`config.mk`:
```
export PLATFORM = sky130hd
export DESIGN_NAME = multicycle_control_fsm
export DESIGN_NICKNAME = d
export VERILOG_FILES = /design/src/rtl/multicycle_control_fsm_pkg.sv /design/src/rtl/multicycle_control_fsm.sv
export SDC_FILE = /design/constraint.sdc
export NUM_CORES = 1
export LEC_CHECK = 0
export ABC_CLOCK_PERIOD_IN_PS = 2600
export CAP_MARGIN = 20
export CORE_AREA = 3 3 40 42
export DETAILED_ROUTE_END_ITERATION = 10
export DIE_AREA = 0 0 43 45
export PLACE_DENSITY = 0.78
export RECOVER_POWER = 50
export SYNTH_ARGS = -nofsm -noshare
export SYNTH_HDL_FRONTEND = slang
export SYNTH_SLANG_ARGS = --single-unit
```
`constraint.sdc`:
```
create_clock -name clk -period 2.6 [get_ports clk]
set_input_delay 0.52 -clock clk [delete_from_list [all_inputs] [get_ports clk]]
set_output_delay 0.52 -clock clk [all_outputs]
set_load 0.005 [all_outputs]
```
`src/rtl/multicycle_control_fsm_pkg.sv`:
```
// rtl/multicycle_control_fsm_pkg.sv - shared constants for the multicycle RV32I control FSM
// Holds the state encodings, the decoded opcodes, and the ALUOp / ALUSrcB control codes.
package multicycle_control_fsm_pkg;

  // Binary state encoding; codes 9..15 are unused and recover to S_FETCH.
  typedef enum logic [3:0] {
    S_FETCH    = 4'd0,
    S_DECODE   = 4'd1,
    S_MEMADR   = 4'd2,
    S_MEMREAD  = 4'd3,
    S_MEMWB    = 4'd4,
    S_MEMWRITE = 4'd5,
    S_EXEC     = 4'd6,
    S_ALUWB    = 4'd7,
    S_BRANCH   = 4'd8
  } state_e;

  localparam logic [6:0] OP_LOAD   = 7'b0000011;
  localparam logic [6:0] OP_STORE  = 7'b0100011;
  localparam logic [6:0] OP_RTYPE  = 7'b0110011;
  localparam logic [6:0] OP_BRANCH = 7'b1100011;

  localparam logic [1:0] ALUOP_ADD   = 2'b00;
  localparam logic [1:0] ALUOP_SUB   = 2'b01;
  localparam logic [1:0] ALUOP_FUNCT = 2'b10;

  localparam logic [1:0] SRCB_REG  = 2'b00;
  localparam logic [1:0] SRCB_FOUR = 2'b01;
  localparam logic [1:0] SRCB_IMM  = 2'b10;

endpackage

```
`src/rtl/multicycle_control_fsm.sv`:
```
// rtl/multicycle_control_fsm.sv - Moore control unit stepping lw/sw/R-type/beq through a multicycle datapath
// Ports:
//   clk, reset (async, active-low; forces FETCH)
//   opcode[6:0]  instr[6:0] from the IR, examined only in DECODE and MEMADR
//   RegWrite, MemRead, MemWrite, IRWrite, PCWrite, PCWriteCond  write/read enables
//   ALUSrcA, MemtoReg, IorD, PCSource, ALUSrcB[1:0]             datapath mux selects
//   ALUOp[1:0]                                                  to the ALU control block
module multicycle_control_fsm
  import multicycle_control_fsm_pkg::*;
(
  input  logic       clk,
  input  logic       reset,
  input  logic [6:0] opcode,
  output logic       RegWrite,
  output logic       ALUSrcA,
  output logic       MemRead,
  output logic       MemWrite,
  output logic       MemtoReg,
  output logic       IorD,
  output logic       IRWrite,
  output logic       PCWrite,
  output logic       PCWriteCond,
  output logic       PCSource,
  output logic [1:0] ALUOp,
  output logic [1:0] ALUSrcB
);

  state_e state_q;
  state_e state_d;

  always_ff @(posedge clk or negedge reset) begin
    if (!reset) begin
      state_q <= S_FETCH;
    end else begin
      state_q <= state_d;
    end
  end

  always_comb begin
    state_d     = S_FETCH;
    RegWrite    = 1'b0;
    ALUSrcA     = 1'b0;
    MemRead     = 1'b0;
    MemWrite    = 1'b0;
    MemtoReg    = 1'b0;
    IorD        = 1'b0;
    IRWrite     = 1'b0;
    PCWrite     = 1'b0;
    PCWriteCond = 1'b0;
    PCSource    = 1'b0;
    ALUOp       = ALUOP_ADD;
    ALUSrcB     = SRCB_REG;

    case (state_q)
      S_FETCH: begin
        // Read instruction at PC and advance PC by 4 in the same cycle.
        MemRead = 1'b1;
        IRWrite = 1'b1;
        PCWrite = 1'b1;
        ALUSrcB = SRCB_FOUR;
        state_d = S_DECODE;
      end
      S_DECODE: begin
        // ALU speculatively forms PC + imm so BRANCH can use ALUOut.
        ALUSrcB = SRCB_IMM;
        case (opcode)
          OP_LOAD, OP_STORE: state_d = S_MEMADR;
          OP_RTYPE:          state_d = S_EXEC;
          OP_BRANCH:         state_d = S_BRANCH;
          default:           state_d = S_FETCH;
        endcase
      end
      S_MEMADR: begin
        ALUSrcA = 1'b1;
        ALUSrcB = SRCB_IMM;
        case (opcode)
          OP_LOAD:  state_d = S_MEMREAD;
          OP_STORE: state_d = S_MEMWRITE;
          default:  state_d = S_FETCH;
        endcase
      end
      S_MEMREAD: begin
        MemRead = 1'b1;
        IorD    = 1'b1;
        state_d = S_MEMWB;
      end
      S_MEMWB: begin
        RegWrite = 1'b1;
        MemtoReg = 1'b1;
        state_d  = S_FETCH;
      end
      S_MEMWRITE: begin
        MemWrite = 1'b1;
        IorD     = 1'b1;
        state_d  = S_FETCH;
      end
      S_EXEC: begin
        ALUSrcA = 1'b1;
        ALUSrcB = SRCB_REG;
        ALUOp   = ALUOP_FUNCT;
        state_d = S_ALUWB;
      end
      S_ALUWB: begin
        RegWrite = 1'b1;
        state_d  = S_FETCH;
      end
      S_BRANCH: begin
        ALUSrcA     = 1'b1;
        ALUSrcB     = SRCB_REG;
        ALUOp       = ALUOP_SUB;
        PCWriteCond = 1'b1;
        PCSource    = 1'b1;
        state_d     = S_FETCH;
      end
      default: begin
        // Unused encodings: all outputs stay 0, recover to FETCH.
        state_d = S_FETCH;
      end
    endcase
  end

endmodule

```
Word-level counts from Yosys, hierarchy flattened
Cells that the tools add are included.
{ "op_classes": {"eq_ne": 12, "reduce_logical": 7, "muxes": 13} }
{ "op_table": {"columns": ["op", "n"], "rows": [
  ["$pmux W4 S5", 1],
  ["$eq A4 B3 Y1 const B", 4],
  ["$eq A7 B6 Y1 const B", 2],
  ["$pmux W4 S3", 1],
  ["$reduce_or A2 Y1", 5],
  ["$eq A4 B2 Y1 const B", 2],
  ["$mux W1", 8],
  ["$pmux W2 S2", 2],
  ["$eq A7 B2 Y1 const B", 1],
  ["$eq A7 B7 Y1 const B", 1],
  ["$pmux W3 S2", 1],
  ["$eq A4 B1 Y1 const B", 1],
  ["$eq A4 B4 Y1 const B", 1],
  ["$logic_not A4 Y1", 1],
  ["$reduce_or A3 Y1", 1]
]} }
{ "totals": {"register_bits": 4, "output_inout_bits": 14, "elab_cells": 33} }

Depth between registers and ports, before layout
{ "depth": {"ltp_word": 4, "depth_mapped": 4} }

Worst setup path after synthesis
Ideal clock, no wire load.
{ "synth_timing": {"kind": "flip-flop to output port", "startpoint": "reg state_q[1]", "endpoint": "out PCWrite", "arrival_ns": 1.165, "n_path_buf": 2, "slack_ns": 0.915, "required_ns": 2.080, "stages_incl_launch_ff": 4, "path_cell_list": "dfrtp_1 > buf_4 > nor4_1 > buf_4"} }
{ "synth_via": {"elab_chain_cells": 2} }
{ "synth_rtl": {"columns": ["element", "line", "text"], "rows": [
  ["start, declared", "multicycle_control_fsm.sv:28", "state_e state_q;"],
  ["start signal, assigned", "multicycle_control_fsm.sv:35", "state_q <= state_d;"],
  ["$logic_not A4 Y1", null, null],
  ["$mux W1", null, null],
  ["end, declared", "multicycle_control_fsm.sv:21", "output logic PCWrite,"]
]} }
No other way between the ends.

Worst setup path in the final report
{ "layout_timing": {"startpoint": "reg state_q[1]", "endpoint": "out IRWrite"} }
{ "layout_via": {"elab_chain_cells": 2} }
{ "layout_rtl": {"columns": ["element", "line", "text"], "rows": [
  ["$logic_not A4 Y1", "multicycle_control_fsm.sv:54", "case (state_q)"],
  ["$mux W1", "multicycle_control_fsm.sv:54", null],
  ["end, declared", "multicycle_control_fsm.sv:20", "output logic IRWrite,"]
]} }
No other way between the ends.

==> flow_summary.yaml <==
synthesis:
  muxShareOfSynthArea: 0.0280
  synth-xor-area-share: 0.0435
  ys_seq_elements: 4
  synth_fa_ha_area_frac: 0
  synthFlopType: "dfrtp_1"
  synthArstFlopShare: 1.00
  syn_avg_cell_area_um2: 7.90
  synth_edf_count: 0
  synth_area_um2: 403
  synth_top_family_by_area: "simple AND/OR/NAND/NOR gates"
  syn_nets: 60
  synth_cells: 51
  yosysWarnings: 0
  synth_compound_area_frac: 0.143
  synth_cell_types: 26
  ys_seq_area_frac: 0.248
  synth-simple-area-share: 0.404
cts:
  tritoncts: "done"
  cts_root_buf: "clkbuf_4"
  cts.sinks: 4
  cts_setup_buffers: 0
  clock_latency_ns: 0.23
  cts_resized: 0
  cts_buffers: 3
  ctsHoldBuffers: 0
  clock_path_buffers: 2
  cts-htree-levels: 1
  clk_pin_slew_worst_paths_ns: 0.04
grt:
  antenna_found_initial: 0
  grt_max_degree: 14
  grt_usage: 0.125
  grt_pass1_vias: 402
  grt_pass1_wl_mm: 1.76
  grt.overflow.total: 0
timing:
  clock_skew_ns: 0.00361
  holdWs_ns: 0.561
  setup_viol: 0
  relSlewSlack: 0.683
  rsz0062_at_grt: "false"
  min_period_ns: 2.37
  tightest_slew_ns: 0.471
  finalHoldViolations: 0
  fmax_mhz: 422
  min_period_over_period: 0.911
  tns_ns: 0
  maxSlewViolCount: 0
floorplanning:
  dieArea_um2: 1940
  initial_core_util: 0.314
  die_w_um: 43
  ioPinCount: 23
  die_y_um: 45
  core_um2: 1280
  row_count: 13
cells_and_area:
  largest_register_ffs: 4
  drive_gt1_frac: 0.0714
  regMostFlops: "state_q"
  nets: 81
  antenna_cells: 0
  syn_to_final_growth_pct: 52.5
  reg_top3: "state_q x4"
critical_path:
  start_kind: "flip-flop"
  critPathCaptureType: "output port"
  startpoint: "state_q[1]"
  cp_max_fo: 11
  regToRegStartpoint: "state_q[1]"
  cp_data_arrival_time_ns: 1.85
  cp.required_ns: 2.08
  path_class: "flip-flop to output port"
pwr:
  peakVddDrop_mv: 0.248
  power_density_nw_per_um2: 579
  power.leakage_nw: 0.244
placement:
  port-buffer-count: 22
  gp_congestion: 0.858
  dpl.hpwl_um: 840
routing:
  routed-wl-met2_um: 557
  dr.max_layer_used: "met4"
  drtAntennaViolNets: 0
  vias_per_cell: 5.04
  vias: 428
  drt-initial-drc-count: 4
  wl_met3_um: 40
  drc: 0
  finalWirelength_mm: 1.03
  drtPass1Iterations: 4
  drt-met1-wl_um: 415
  wl_per_cell_um: 12.1
run_status:
  status: "completed"
worst_hold_path:
  hold_path.class: "input pin to async pin"
run:
  maxCapViolCount: 0
-- power by group --
part	internal [mW]	switching [mW]	total, mW	leakage [nW]
Combinational	0.117	0.0646	0.181	0.176
Sequential	0.0707	0.0271	0.0978	0.0539
Clock	0.0516	0.0251	0.0767	0.0138
Total	0.239	0.117	0.356	0.244
-- layout make-up --
cell class                      count  area (µm²)
Multi-Input combinational cell     38         241
Fill cell                         124         671
Inverter                            3        11.3
Tap cell                           15        18.8
Timing Repair Buffer               22         220
Clock buffer                        3        22.5
Sequential cell                     4         100
-- stage by stage --
stage | instances | cell area, µm² | worst slack [ns] | utilization | total power [mW]
2_1_floorplan | 51 | 403 | 0.915 | - | 0.204
3_3_place_gp | 82 | 599 | 0.519 | 0.466 | 0.286
3_5_place_dp | 82 | 599 | 0.464 | 0.466 | 0.291
4_1_cts | 85 | 622 | 0.150 | 0.484 | 0.371
5_1_grt | 85 | 614 | 0.0713 | 0.478 | 0.388
6_report | 85 | 614 | 0.230 | 0.478 | 0.356
-- cells by family (layout without fill, tap and decap cells) --
| logic type | after synthesis | count (layout) |
|---|---|---|
| and+or+nand+nor | 27 | 27 |
| buffers and inverters | 9 | 28 |
| AOI/OAI and AO/OA | 8 | 8 |
| DFF | 4 | 4 |
| xor gates and xnor gates | 2 | 2 |
| muxes | 1 | 1 |
-- per-layer routing --
layer  track usage  vias to the layer above
met5             0                        -
met4        0.0904                        0
met3        0.0279                        2
met2         0.225                       11
met1         0.129                      199
li1              -                      216
-- layout by cell type (no fill, tap or decap), types with 3 or more instances in the layout --
cell / instances
clkdlybuf4s50_1: 17
nor2_1: 5
dlygate4sd3_1: 5
nand2_1: 4
dfrtp_1: 4
nor4_1: 3
nand2b_1: 3
inv_1: 3
a21oi_1: 3
clkbuf_4: 3
-- worst max-delay path, stage by stage (launching register included) --
cell and delay, ns:
dfrtp_1 0.50, nor4_1 0.51, clkdlybuf4s50_1 0.61
-- Yosys cell counts (all sizes together), types with 2 or more instances --
cell type | count | area share
a21oi | 3 | 0.037
nand2b | 4 | 0.081
buf | 5 | 0.096
o21ai | 2 | 0.025
nor2 | 5 | 0.047
inv | 3 | 0.028
nor4b | 2 | 0.043
nand2 | 4 | 0.037
xnor2 | 2 | 0.043
dfrtp | 4 | 0.25
nor4 | 3 | 0.047
nor3 | 2 | 0.025
nor2b | 2 | 0.031
-- path summary, 6_finish.rpt --
path,end,slack (ns),depth (start not counted)
worst max-delay path,IRWrite,0.23,2
worst min-delay path,state_q[3],0.56,1
worst max register to register,state_q[2],1.16,3
worst min register to register,state_q[1],0.81,3
max in group asynchronous,state_q[2],1.87,1
min in group clk,state_q[1],0.81,3
Power figures use the tool's default switching activity.
